==> src/rtl/gray_rx_decoder_pkg.sv <==
// Shared definitions for the Gray-code receive decoder: default widths,
// FSM state encodings and the step classification produced per sample.
package gray_rx_decoder_pkg;

  localparam int unsigned GRAY_W_DEF = 3;
  localparam int unsigned POS_W_DEF  = 8;

  typedef enum logic [1:0] {
    ST_ACQ   = 2'd0,
    ST_TRACK = 2'd1,
    ST_FAULT = 2'd2
  } state_e;

  typedef enum logic [1:0] {
    DELTA_NONE = 2'd0,
    DELTA_UP   = 2'd1,
    DELTA_DOWN = 2'd2,
    DELTA_JUMP = 2'd3
  } delta_e;

endpackage : gray_rx_decoder_pkg

==> src/rtl/gray_rx_decoder_gray2bin.sv <==
// Purely combinational Gray-to-binary converter.
// Each binary bit is the XOR of all Gray bits at or above its position.
module gray2bin #(
  parameter int unsigned W = 3
) (
  input  logic [W-1:0] gray_i,
  output logic [W-1:0] bin_o
);

  for (genvar i = 0; i < W; i++) begin : g_bit
    assign bin_o[i] = ^gray_i[W-1:i];
  end

endmodule : gray2bin

==> src/rtl/gray_rx_decoder.sv <==
// Gray-code position receiver: converts the sampled code to binary, classifies
// each change as up/down/jump and tracks a signed position with wrap pulses.
module gray_rx_decoder
  import gray_rx_decoder_pkg::*;
#(
  parameter int unsigned W     = GRAY_W_DEF,
  parameter int unsigned POS_W = POS_W_DEF
) (
  input  logic             clk,
  input  logic             reset,
  input  logic             sample_en,
  input  logic [W-1:0]     gray_in,
  input  logic             clr_pos,
  output logic [W-1:0]     bin_out,
  output logic [POS_W-1:0] pos,
  output logic             dir_up,
  output logic             step,
  output logic             err,
  output logic             wrap,
  output logic             locked
);

  localparam logic [W-1:0]     CODE_ONE = W'(1);
  localparam logic [W-1:0]     CODE_MAX = '1;
  localparam logic [POS_W-1:0] POS_ONE  = POS_W'(1);

  state_e             state_q;
  logic [W-1:0]       bin_out_q;
  logic [POS_W-1:0]   pos_q;
  logic               dir_up_q;
  logic               step_q;
  logic               err_q;
  logic               wrap_q;
  logic               locked_q;

  logic [W-1:0]       cur_bin;
  logic [W-1:0]       code_diff;
  delta_e             delta_d;
  logic               wrap_d;
  logic [POS_W-1:0]   pos_up_d;
  logic [POS_W-1:0]   pos_dn_d;

  gray2bin #(
    .W (W)
  ) u_gray2bin (
    .gray_i (gray_in),
    .bin_o  (cur_bin)
  );

  assign code_diff = cur_bin - bin_out_q;
  assign pos_up_d  = pos_q + POS_ONE;
  assign pos_dn_d  = pos_q - POS_ONE;

  // Modular difference against the last accepted code decides the step type;
  // a wrap is an up step leaving the top code or a down step leaving zero.
  always_comb begin
    // NOTE: every always_comb output gets a default first so no path can
    // leave it unassigned and infer a latch.
    delta_d = DELTA_JUMP;
    wrap_d  = 1'b0;
    if (code_diff == '0) begin
      delta_d = DELTA_NONE;
    end else if (code_diff == CODE_ONE) begin
      delta_d = DELTA_UP;
      wrap_d  = (bin_out_q == CODE_MAX);
    end else if (code_diff == CODE_MAX) begin
      delta_d = DELTA_DOWN;
      wrap_d  = (bin_out_q == '0);
    end
  end

  always_ff @(posedge clk) begin
    // NOTE: non-blocking assignments so every register here samples the
    // pre-edge values, independent of statement order.
    if (reset) begin
      state_q   <= ST_ACQ;
      bin_out_q <= '0;
      pos_q     <= '0;
      dir_up_q  <= 1'b0;
      step_q    <= 1'b0;
      err_q     <= 1'b0;
      wrap_q    <= 1'b0;
      locked_q  <= 1'b0;
    end else begin
      step_q <= 1'b0;
      err_q  <= 1'b0;
      wrap_q <= 1'b0;

      if (sample_en) begin
        bin_out_q <= cur_bin;
        unique case (state_q)
          ST_ACQ: begin
            state_q  <= ST_TRACK;
            locked_q <= 1'b1;
          end

          ST_TRACK: begin
            unique case (delta_d)
              DELTA_UP: begin
                pos_q    <= pos_up_d;
                dir_up_q <= 1'b1;
                step_q   <= 1'b1;
                wrap_q   <= wrap_d;
              end
              DELTA_DOWN: begin
                pos_q    <= pos_dn_d;
                dir_up_q <= 1'b0;
                step_q   <= 1'b1;
                wrap_q   <= wrap_d;
              end
              DELTA_JUMP: begin
                err_q    <= 1'b1;
                state_q  <= ST_FAULT;
                locked_q <= 1'b0;
              end
              default: ;
            endcase
          end

          ST_FAULT: begin
            // A clean step only re-locks; the position is not trusted yet.
            unique case (delta_d)
              DELTA_UP, DELTA_DOWN: begin
                dir_up_q <= (delta_d == DELTA_UP);
                state_q  <= ST_TRACK;
                locked_q <= 1'b1;
              end
              DELTA_JUMP: begin
                err_q <= 1'b1;
              end
              default: ;
            endcase
          end

          default: begin
            state_q  <= ST_ACQ;
            locked_q <= 1'b0;
          end
        endcase
      end

      // Clearing wins over a same-cycle step; the step pulses still report it.
      if (clr_pos) begin
        pos_q <= '0;
      end
    end
  end

  assign bin_out = bin_out_q;
  assign pos     = pos_q;
  assign dir_up  = dir_up_q;
  assign step    = step_q;
  assign err     = err_q;
  assign wrap    = wrap_q;
  assign locked  = locked_q;

endmodule : gray_rx_decoder
==> config.mk <==
export PLATFORM = sky130hd
export DESIGN_NAME = gray_rx_decoder
export DESIGN_NICKNAME = d
export VERILOG_FILES = /design/src/rtl/gray_rx_decoder_pkg.sv /design/src/rtl/gray_rx_decoder_gray2bin.sv /design/src/rtl/gray_rx_decoder.sv
export SDC_FILE = /design/constraint.sdc
export NUM_CORES = 1
export LEC_CHECK = 0
export ABC_CLOCK_PERIOD_IN_PS = 4200
export CORE_MARGIN = 1
export CORE_UTILIZATION = 45
export DETAILED_ROUTE_END_ITERATION = 8
export PLACE_DENSITY = 0.71
export SLEW_MARGIN = 20
export SYNTH_ARGS = -nofsm -noshare
export SYNTH_HDL_FRONTEND = slang
export SYNTH_SLANG_ARGS = --single-unit
export TNS_END_PERCENT = 5
==> constraint.sdc <==
create_clock -name clk -period 4.2 [get_ports clk]
set_input_delay 0.42 -clock clk [delete_from_list [all_inputs] [get_ports clk]]
set_output_delay 0.42 -clock clk [all_outputs]
set_load 0.03 [all_outputs]
# After elaboration in Yosys (flattened, before gate mapping)
# Cells that the tools add are included.
# totals
regBits	18
in_bits	7
output_inout_bits	16
word_cells	59
# op_classes
n_addsub	3
n_eq_ne	11
mux	17
n_bitwise	4
n_reduce_logical	16
# op_table
operator	n
$pmux W8 S2	1
$add A8 B1 Y8 const B	1
$mux W1	8
$mux W2	4
$sub A8 B1 Y8 const B	1
$eq A2 B2 Y1 const B	3
$eq A3 B3 Y1 const B	2
$logic_not A3 Y1	2
$pmux W2 S3	1
$reduce_and A3 Y1	2
$reduce_or A2 Y1	3
$reduce_or A3 Y1	2
$reduce_or A5 Y1	1
$eq A2 B1 Y1 const B	2
$ne A2 B2 Y1 const B	2
$not A1 Y1	4
$pmux W1 S2	2
$reduce_and A4 Y1	1
$reduce_bool A2 Y1	2
$eq A3 B1 Y1 const B	1
$ne A3 B3 Y1 const B	1
$pmux W1 S3	1
$reduce_xor A3 Y1	1
$sub A3 B3 Y3	1
2 further kinds	2

# Depth between registers and ports, before layout
# Gate-level depths: netlist of run 1.
# logic_depth
depth_word	10
ltp_mapped	17
mapped_depth_nobuf	17

# By module
# A second synthesis of run 1 with hierarchy kept.
# hier_totals
cells_unflattened	162
hier_area_um2	1366.3
# modules_own_cells
module	n_inst	cells_each	area_each_um2	seq_area_each_um2
gray_rx_decoder	1	159	1326.3	360.3
gray2bin	1	3	40.0	0.0

# Least setup slack after synthesis of run 1
# OpenSTA, ideal clock, no wires.
# synth_path
path_kind	input to register
startpoint	input port gray_in[2]
endpoint	register pos_q[7] (netlist: pos[7])
arrival_time_ns	3.521
required_ns	4.084
path_slack_ns	0.563
path_stages	15
cell_sequence	xor2_1 xnor2_1 ha_1 inv_1 fa_1 xor2_1 xnor2_1 nand3b_1 o21ai_0 ha_1 ha_1 a21oi_2 a211oi_1 or3_1 a41o_2
# synth_via
elab_chain_cells	9
# synth_lines
element	line	rtl
start: declaration	gray_rx_decoder.sv:12	input logic [W-1:0] gray_in,
$reduce_xor A3 Y1 or $reduce_xor A2 Y1 (tied branches)	gray_rx_decoder_gray2bin.sv:11	assign bin_o[i] = ^gray_i[W-1:i];
$sub A3 B3 Y3 (*)	gray_rx_decoder.sv:50	assign code_diff = cur_bin - bin_out_q;
$eq A3 B3 Y1	gray_rx_decoder.sv:66	end else if (code_diff == CODE_MAX) begin
$mux W1	gray_rx_decoder.sv:66	
$mux W2	gray_rx_decoder.sv:63	end else if (code_diff == CODE_ONE) begin
$mux W2 (*)	gray_rx_decoder.sv:61	if (code_diff == '0) begin
$eq A2 B1 Y1 or $eq A2 B2 Y1 (tied branches)	gray_rx_decoder.sv:98	unique case (delta_d)
$reduce_bool A2 Y1 (no line)	n/a	
$reduce_and A3 Y1 (no line)	n/a	
end signal: assignment	gray_rx_decoder.sv:100	pos_q <= pos_up_d;
end signal: assignment	gray_rx_decoder.sv:106	pos_q <= pos_dn_d;
end: declaration	gray_rx_decoder.sv:29	logic [POS_W-1:0] pos_q;
# Mark *: on every way between the ends. The rest lies on a longest branch, timed or not.
# A chain may end at the register's enable or synchronous reset.

# Worst setup path after layout of run 1
# layout_path
startpoint	input port gray_in[2]
endpoint	register pos_q[7] (netlist: pos[7])
# layout_via
elab_chain_cells	9
# layout_lines
element	line	rtl
$reduce_xor A2 Y1 (*)	gray_rx_decoder_gray2bin.sv:11	
via cur_bin[1]	gray_rx_decoder.sv:36	logic [W-1:0] cur_bin;
$sub A3 B3 Y3 (*)	gray_rx_decoder.sv:50	
$eq A3 B3 Y1	gray_rx_decoder.sv:66	
$mux W1	gray_rx_decoder.sv:66	
$mux W2	gray_rx_decoder.sv:63	
$mux W2 (*)	gray_rx_decoder.sv:61	
$eq A2 B1 Y1 or $eq A2 B2 Y1 (tied branches)	gray_rx_decoder.sv:98	
$reduce_bool A2 Y1 (no line)	n/a	
$reduce_and A3 Y1 (no line)	n/a	
# The timed path passes the listed nets; every way through them passes the cells marked *.

==> impl_metrics.ini, run 1 <==
[run_status]
status = complete, no violations

[place]
gp_congestion = 0.7807
port_buffers = 22
dpl.hpwl_mm = 1.837
placedInstanceArea_mm2 = 0.001463
place_ws_ps = -150.4

[setup_path]
crit_arrival_ps = 4180
reg2reg_depth = 14
rr_startpoint = bin_out[0]
start_kind = input pin
r2r_end = pos[7]
crit_fanout = 10
crit_path_end_kind = flop
regToRegSetupSlack_ps = 910
crit_type = in -> reg
critical_path_required_ps = 4460

[worst_hold_path]
min_to = pos[5]
hold_depth = 2
hp-start = pos[5]
hold_class = reg -> reg

[grt]
grt_pass1_vias = 938
use_met3 = 0.06609
track_usage = 0.1883
grt_antenna_before_repair = 0
grt_overflow_total = 0
grt_pass1_wl_mm = 3.857
busiest_layer = met2
grt_max_degree = 12
met2_usage = 0.3250
use_met1 = 0.2207

[clock_network]
cts_made_buffers = 3
clk_latency_ps = 300
htreeDepth = 1
clkTransAtPathRegs_ps = 110
cts_max_path_buffers = 2
cts_hold_buf = 0
cts_tree = built
root_buffer = clkbuf_4
post_cts_buffers = 0
cts_sinks = 18

[route]
drc_errors = 0
firstDrtPassIters = 4
antenna_left = 0
finalWirelength_mm = 2.358
vias = 1030
wire_per_inst_um = 12.09
vias_per_cell = 5.282
first_iter_violations = 12

[pwr]
leakage_nw = 0.5991
max-vdd-ir-drop_uv = 346.7
power.density_mw_per_mm2 = 319.6

[finish]
syn_to_final_growth_pct = 26.72
drive_gt1_frac = 0.08485
nets = 190
design_area_mm2 = 0.001501
num_antenna_cells = 0

[synthesis]
yosys.area.top_type = dfxtp_1
synth_area_leaders = dfxtp_1 30%, ha_1 16%, mux2i_1 5.1%
synth_common_cells = 18 x dfxtp_1, 15 x ha_1, 13 x nor2_1
netlist_area_mm2 = 0.001185
netlist_instances = 138
synth_fp_nets = 162
synth.yosys.seq_area_share = 0.3041
synth_edf_count = 0
ys_seq_elements = 18
synthFlopType = dfxtp_1
async_flop_share = 0
avgSynthCellArea_um2 = 8.586
yosys_warnings = 0
synth_most_common_cell = dfxtp_1
synth.distinct_cells = 38
synth_top_area_share = 0.3041

[floorplan]
start_util = 0.4783
die_h_um = 53.32
die_width_um = 53.32
design.core.area_mm2 = 0.002477
pin_count = 23
dieArea_mm2 = 0.002842
rows = 18

[sta]
worst_pin_slew_ps = 409.9
finalSetupViolations = 0
drv_slew = 0
finalHoldViolCount = 0
hold_ws_ps = 489.7
period_needed_ps = 3924
max-slew-margin-rel = 0.7259
setup_ws_ps = 276.1
rsz0062_at_grt = no
fmax_mhz = 254.9
finalCritPeriodShare = 0.9343
skew_ps = 2.606

[flow_run]
cap_viol_max_count = 0
sequential cells by signal, summed over array words and instances, names as in the netlist:
| signal | flops |
|---|---|
| bin_out | 3 |
| dir_up | 1 |
| err | 1 |
| locked | 1 |
| pos | 8 |
| state_q | 2 |
| step | 1 |
| wrap | 1 |
critical path: stages:
cell and delay (ps):
clkdlybuf4s50_1 500, xor2_1 220, xnor2_1 170, ha_1 180, inv_1 50, fa_1 370, xor2_1 170, xnor2_1 230
nand3b_1 110, o21ai_0 130, ha_2 350, ha_1 320, a21oi_2 180, a211oi_1 100, or3_1 370, a31oi_1 200
a41o_2 120
area by class of cell:
type                    instances  area [um^2]
clock buffers                   4        36.28
fillers                       232        975.9
inverters                      12        45.04
multi-input cells             104        764.5
flip-flops and latches         18        360.3
well taps                      30        37.54
repair buffers                 27        257.7
worst max path at each step:
stage,start,to,slack [ps],depth (start not counted)
floorplan,gray_in[2],pos[7],560,15
global placement,gray_in[2],pos[7],-40,16
detailed placement,gray_in[2],pos[7],-150,17
CTS,gray_in[2],pos[7],160,17
global route,gray_in[2],pos[6],40,18
finish,gray_in[2],pos[7],280,17
cell families (layout without fill, tap and decap cells):
kind of cell	Yosys count	count (layout)	share of synthesized area
AOI/OAI and AO/OA	27	27	0.1447
xor gates and xnor gates	7	7	0.05174
adders and majority gates	17	17	0.1922
buffers and inverters	16	43	0.05280
DFF	18	18	0.3041
muxes	6	6	0.05069
and+or+nand+nor	47	47	0.2038
power breakdown:
group          switching (mW)  internal, mW  leakage [nW]
registers             0.00824         0.180         0.146
clock network          0.0580        0.0529        0.0210
logic                   0.100        0.0806         0.432
total                   0.166         0.314         0.599
stage by stage:
step	power (mW)	cells	TNS, ps	util
2_1_floorplan	0.3228	138	0	-
3_3_place_gp	0.3640	191	-39.08	0.5904
3_5_place_dp	0.3711	191	-370.6	0.5904
4_1_cts	0.4824	195	0	0.6051
5_1_grt	0.5135	195	0	0.6061
6_report	0.4798	195	0	0.6061
cell usage in the layout, fill, tap and decap left out, types with 3 or more instances in the layout:
cell,netlist,layout
nand3_1,3,3
clkbuf_4,0,3
xnor2_1,5,5
o21ai_0,8,8
inv_1,12,12
nor2_1,13,13
dfxtp_1,18,18
nand2_1,11,11
a21oi_1,6,6
buf_4,0,5
mux2i_1,6,6
clkdlybuf4s50_1,0,22
ha_1,15,14
timing repair:
item,in CTS,in global routing
gates resized for setup,0,1
endpoints found under the setup margin,0,3
endpoints found under the hold margin,0,0
layer usage:
layer	up-vias	routed length [um]
met4	0	16
met2	17	1142
li1	531	-
met5	-	0
met1	480	1111
met3	2	87
No activity file was read; power rests on OpenSTA's default activity.
==> run 2, diff against run 1 <==
--- a/config.mk
+++ b/config.mk
@@ -5,11 +5,12 @@
 export SDC_FILE = /design/constraint.sdc
 export NUM_CORES = 1
 export LEC_CHECK = 0
+export ABC_AREA = 1
 export ABC_CLOCK_PERIOD_IN_PS = 4200
 export CORE_MARGIN = 1
 export CORE_UTILIZATION = 45
 export DETAILED_ROUTE_END_ITERATION = 8
-export PLACE_DENSITY = 0.71
+export PLACE_DENSITY = 0.7
 export SLEW_MARGIN = 20
 export SYNTH_ARGS = -nofsm -noshare
 export SYNTH_HDL_FRONTEND = slang
==> impl_metrics.ini, run 2 <==
[pwr]
p_comb_frac = 0.412
p_int_mw = 0.3202
max-vdd-ir-drop_uv = 206.9
power.total_mw = 0.5204
leakage_nw = 0.7673
clkPwrFrac = 0.218
swShare = 0.3847
power_frac_seq = 0.370
power.density_mw_per_mm2 = 330.1
p_switching_mw = 0.2002

[sta]
rsz0062_at_grt = no
finalSetupViolations = 0
tns_ps = 0
fmax_mhz = 260.5
drv_slew = 0
worst_pin_slew_ps = 568.2
finalHoldViolCount = 0
finalCritPeriodShare = 0.9140
skew_ps = 2.145
period_needed_ps = 3839
max-slew-margin-rel = 0.6198

[clock_network]
cts_max_path_buffers = 2
root_buffer = clkbuf_4
post_cts_buffers = 0
cts_hold_buf = 0
cts_tree = built
cts_made_buffers = 3
cts_sinks = 18
clkTransAtPathRegs_ps = 110
htreeDepth = 1
clk_latency_ps = 310
post_cts_resized = 0

[route]
vias_per_cell = 5.063
drc_errors = 0
first_iter_violations = 31
wire_per_inst_um = 11.35
finalWirelength_mm = 2.702
antenna_left = 0
vias = 1205
firstDrtPassIters = 4

[run_status]
status = complete, no violations

[setup_path]
r2r_end = pos[6]
crit_path_end_kind = flop
rr_startpoint = bin_out[0]
reg2reg_depth = 18
crit_arrival_ps = 4060
regToRegSetupSlack_ps = 1050
crit_type = in -> reg
crit_fanout = 8
critical_path_required_ps = 4420
start_kind = input pin

[synthesis]
synth_most_common_cell = inv_1
yosys.area.top_type = dfxtp_1
synth.yosys.seq_area_share = 0.2788
netlist_instances = 182
avgSynthCellArea_um2 = 7.102
async_flop_share = 0
synth_common_cells = 38 x inv_1, 37 x nand2_1, 18 x dfxtp_1
synth_fp_nets = 206
netlist_area_mm2 = 0.001292
synth.distinct_cells = 24
ys_seq_elements = 18
synth_edf_count = 0
synth_top_area_share = 0.2788
yosys_warnings = 0
synth_area_leaders = dfxtp_1 28%, ha_1 15%, inv_1 11%
synthFlopType = dfxtp_1

[place]
dpl.hpwl_mm = 2.136
placedInstanceArea_mm2 = 0.001540
port_buffers = 22
gp_congestion = 0.7469

[floorplan]
die_width_um = 55.59
rows = 19
pin_count = 23
dieArea_mm2 = 0.003090
start_util = 0.4728
design.core.area_mm2 = 0.002734
die_h_um = 55.59

[finish]
syn_to_final_growth_pct = 21.97
design_area_mm2 = 0.001577
largest_register_ff_count = 8
final_common_cell = inv_1
most-common-layout-cells = 38 x inv_1, 37 x nand2_1, 22 x clkdlybuf4s50_1
drive_gt1_frac = 0.05314
num_antenna_cells = 0
nets = 232
utilization = 0.5767

[worst_hold_path]
hold_depth = 2
hold_class = reg -> reg
hp-start = locked
min_to = locked

[grt]
met2_usage = 0.3477
grt_pass1_wl_mm = 4.981
use_met1 = 0.2206
track_usage = 0.1998
grt_max_degree = 14
grt_pass1_vias = 1231
grt_antenna_before_repair = 0
grt_overflow_total = 0
use_met3 = 0.03721
busiest_layer = met2

[flow_run]
cap_viol_max_count = 0
[run 2: layout make-up]
cell class / count / area [um^2]
Inverter: 39 / 146.4
Clock buffer: 4 / 36.28
Multi-Input combinational cell: 124 / 774.5
Sequential cell: 18 / 360.3
Timing Repair Buffer: 22 / 220.2
Fill cell: 261 / 1157
Tap cell: 31 / 38.79
[run 2: worst max path at each step]
stage	start	endpoint	slack, ps
after CTS	gray_in[2]	pos[6]	340
final	gray_in[2]	pos[6]	360
after global placement	gray_in[2]	pos[6]	160
after floorplan	gray_in[2]	pos[7]	990
after detailed placement	gray_in[2]	pos[6]	30
after global routing	gray_in[2]	pos[6]	40
[run 2: critical path: stages]
cell and delay [ps]:
clkdlybuf4s50_1 590, xor2_2 240, xor2_1 210, inv_1 60, ha_1 180, inv_1 70, fa_1 470, inv_1 110
nand3_1 110, nand2_1 110, ha_1 350, inv_1 120, fa_1 420, inv_1 80, nand2_1 40, nand2_1 100
nand3b_1 110, nand3_1 80, nand2_1 50, nor2_1 90, nor2_1 40
[run 2: power by group through the flow]
stage	Clock, mW	Sequential, mW	Combinational [mW]
CTS	0.115	0.193	0.215
floorplan	0	0.212	0.142
detailed placement	0	0.196	0.214
global route	0.121	0.194	0.246
finish	0.113	0.192	0.215
global placement	0	0.196	0.206
[run 2: cells by family after synthesis]
| group | synth area share |
|---|---|
| AND/OR/NAND/NOR | 0.2662 |
| buffers and inverters | 0.1220 |
| AO/OA/AOI/OAI | 0.1171 |
| flip-flops | 0.2788 |
| adder cells (fa/ha/maj) | 0.1762 |
| XOR/XNOR | 0.03970 |
[run 2: per-stage QoR]
stage               instances  hold WS [ps]  setup slack (ps)
global route              238         517.6             44.25
floorplan                 182         488.9             985.7
detailed placement        234         465.6             34.55
finish                    238         477.1             361.4
global placement          234         457.4             157.4
CTS                       238         480.9             336.1
[run 2: routing by layer]
metal  part of all wire  up-vias
met3              0.039       11
met1               0.43      543
met5                  0        -
li1                   -      625
met4              0.032        0
met2               0.49       26
==> run 3, diff against run 2 <==
--- a/config.mk
+++ b/config.mk
@@ -7,7 +7,7 @@
 export LEC_CHECK = 0
 export ABC_AREA = 1
 export ABC_CLOCK_PERIOD_IN_PS = 4200
-export CORE_MARGIN = 1
+export CORE_MARGIN = 2
 export CORE_UTILIZATION = 45
 export DETAILED_ROUTE_END_ITERATION = 8
 export PLACE_DENSITY = 0.7
==> impl_metrics.ini, run 3 (synthesis gave the netlist of run 2 again) <==
[run_status]
status = complete, no violations

[setup_path]
crit_path_end_kind = flop
crit_arrival_ps = 3990
crit_fanout = 8
regToRegSetupSlack_ps = 1130
start_kind = input pin
path_common_cell = inv_1
rr_startpoint = bin_out[0]
critical_path_required_ps = 4400
reg2reg_depth = 18
r2r_end = pos[6]
critPathLaunch = gray_in[2]
cp_top_family = adder cells
crit_chain = clkdlybuf4s50_1 -> xor2_2 -> xor2_1 -> inv_1 -> ha_1 -> inv_1 -> fa_1 -> inv_1 -> nand3_1 -> nand2_1 -> ha_1 -> inv_1 -> fa_1 -> inv_1 -> nand2_1 -> nand2_1 -> nand3b_1 -> nand3_1 -> nand2_1 -> nor2_1 -> nor2_1
crit_type = in -> reg
crit_path_end = pos[6]
critPathBufInv = 6
cp_slowest_stage_delay_ps = 580
slowest_stage = clkdlybuf4s50_1
cp.depth = 21

[pwr]
power.density_mw_per_mm2 = 324.8
p_comb_frac = 0.414
swShare = 0.3755
max-vdd-ir-drop_uv = 299.8
leakage_nw = 0.7673
power_frac_seq = 0.375
clkPwrFrac = 0.210
p_switching_mw = 0.1923
p_int_mw = 0.3198

[floorplan]
die_width_um = 57.59
rows = 19
pin_count = 23
dieArea_mm2 = 0.003317
die_h_um = 57.59
start_util = 0.4728
design.core.area_mm2 = 0.002734

[sta]
fmax_mhz = 264.0
skew_ps = 8.337
drv_slew = 0
finalCritPeriodShare = 0.9018
rsz0062_at_grt = no
max-slew-margin-rel = 0.6495
hold_ws_ps = 476.3
tns_ps = 0
finalSetupViolations = 0
finalHoldViolCount = 0
worst_pin_slew_ps = 523.8
period_needed_ps = 3788

[route]
antenna_left = 0
finalWirelength_mm = 2.564
firstDrtPassIters = 4
first_iter_violations = 26
drc_errors = 0
vias_per_cell = 4.870
wire_per_inst_um = 10.77
vias = 1159

[finish]
nets = 232
largest_register_ff_count = 8
num_antenna_cells = 0
final_common_cell = inv_1
seq_area_um2 = 360.3
syn_to_final_growth_pct = 21.97
most-common-layout-cells = 38 x inv_1, 37 x nand2_1, 22 x clkdlybuf4s50_1
fillers = 265
drive_gt1_frac = 0.05314
multiInputGateArea_um2 = 774.5

[grt]
track_usage = 0.1660
grt_max_degree = 14
grt_antenna_before_repair = 0
grt_pass1_vias = 1138
grt_overflow_total = 0
grt_pass1_wl_mm = 4.402

[place]
dpl.hpwl_mm = 2.072
port_buffers = 22
gp_congestion = 0.7990

[clock_network]
root_buffer = clkbuf_4
cts_hold_buf = 0
cts_max_path_buffers = 2
post_cts_resized = 0
post_cts_buffers = 0
clk_latency_ps = 290
cts_made_buffers = 3
htreeDepth = 1
cts_tree = built
cts_sinks = 18
clkTransAtPathRegs_ps = 110

[flow_run]
cap_viol_max_count = 0

[worst_hold_path]
hold_class = reg -> reg
-- run 3: cell counts in the layout (fill, tap and decap cells not counted) --
No cell type changed its count.
-- run 3: metal layers --
layer  track usage  vias up  share of wire
met2        0.3068       15           0.50
li1              -      618              -
met1        0.1828      524           0.46
met5             0        -              0
met4       0.03987        0         0.0070
met3       0.05215        2          0.035
-- run 3: worst min-delay path, cell delays in order, from the launching register on --
cell and delay (ps):
dfxtp_1 320, nand2_1 60, a21oi_1 60
-- run 3: area by class of cell --
class / instances / area share
Tap cell: 31 / 0.02460
Clock buffer: 4 / 0.02302
Sequential cell: 18 / 0.2286
Timing Repair Buffer: 22 / 0.1397
Inverter: 39 / 0.09286
Multi-Input combinational cell: 124 / 0.4913
-- run 3: worst min path at each step --
| stage | startpoint | end | slack, ps | cells after the start |
|---|---|---|---|---|
| finish | locked | locked | 480 | 2 |
| global route | locked | locked | 500 | 2 |
| CTS | locked | locked | 480 | 2 |
| detailed placement | locked | locked | 470 | 2 |
| global placement | locked | locked | 460 | 2 |
| floorplan | state_q[0] | state_q[0] | 490 | 2 |
-- run 3: power by group through the flow --
stage          clock (mW)  sequential [mW]  combinational [mW]
2_1_floorplan           0            0.212               0.142
3_3_place_gp            0            0.196               0.206
3_5_place_dp            0            0.196               0.212
4_1_cts             0.113            0.192               0.215
5_1_grt             0.120            0.194               0.242
6_report            0.108            0.192               0.212
-- run 3: per-stage QoR --
step                cells    util  area, um^2  power (mW)  worst slack, ps
floorplan             182       -        1292      0.3538            985.7
global placement      234  0.5634        1540      0.4013            175.2
detailed placement    234  0.5634        1540      0.4085            78.11
CTS                   238  0.5767        1577      0.5197            399.6
global route          238  0.5767        1577      0.5550            118.3
finish                238  0.5767        1577      0.5121            412.4
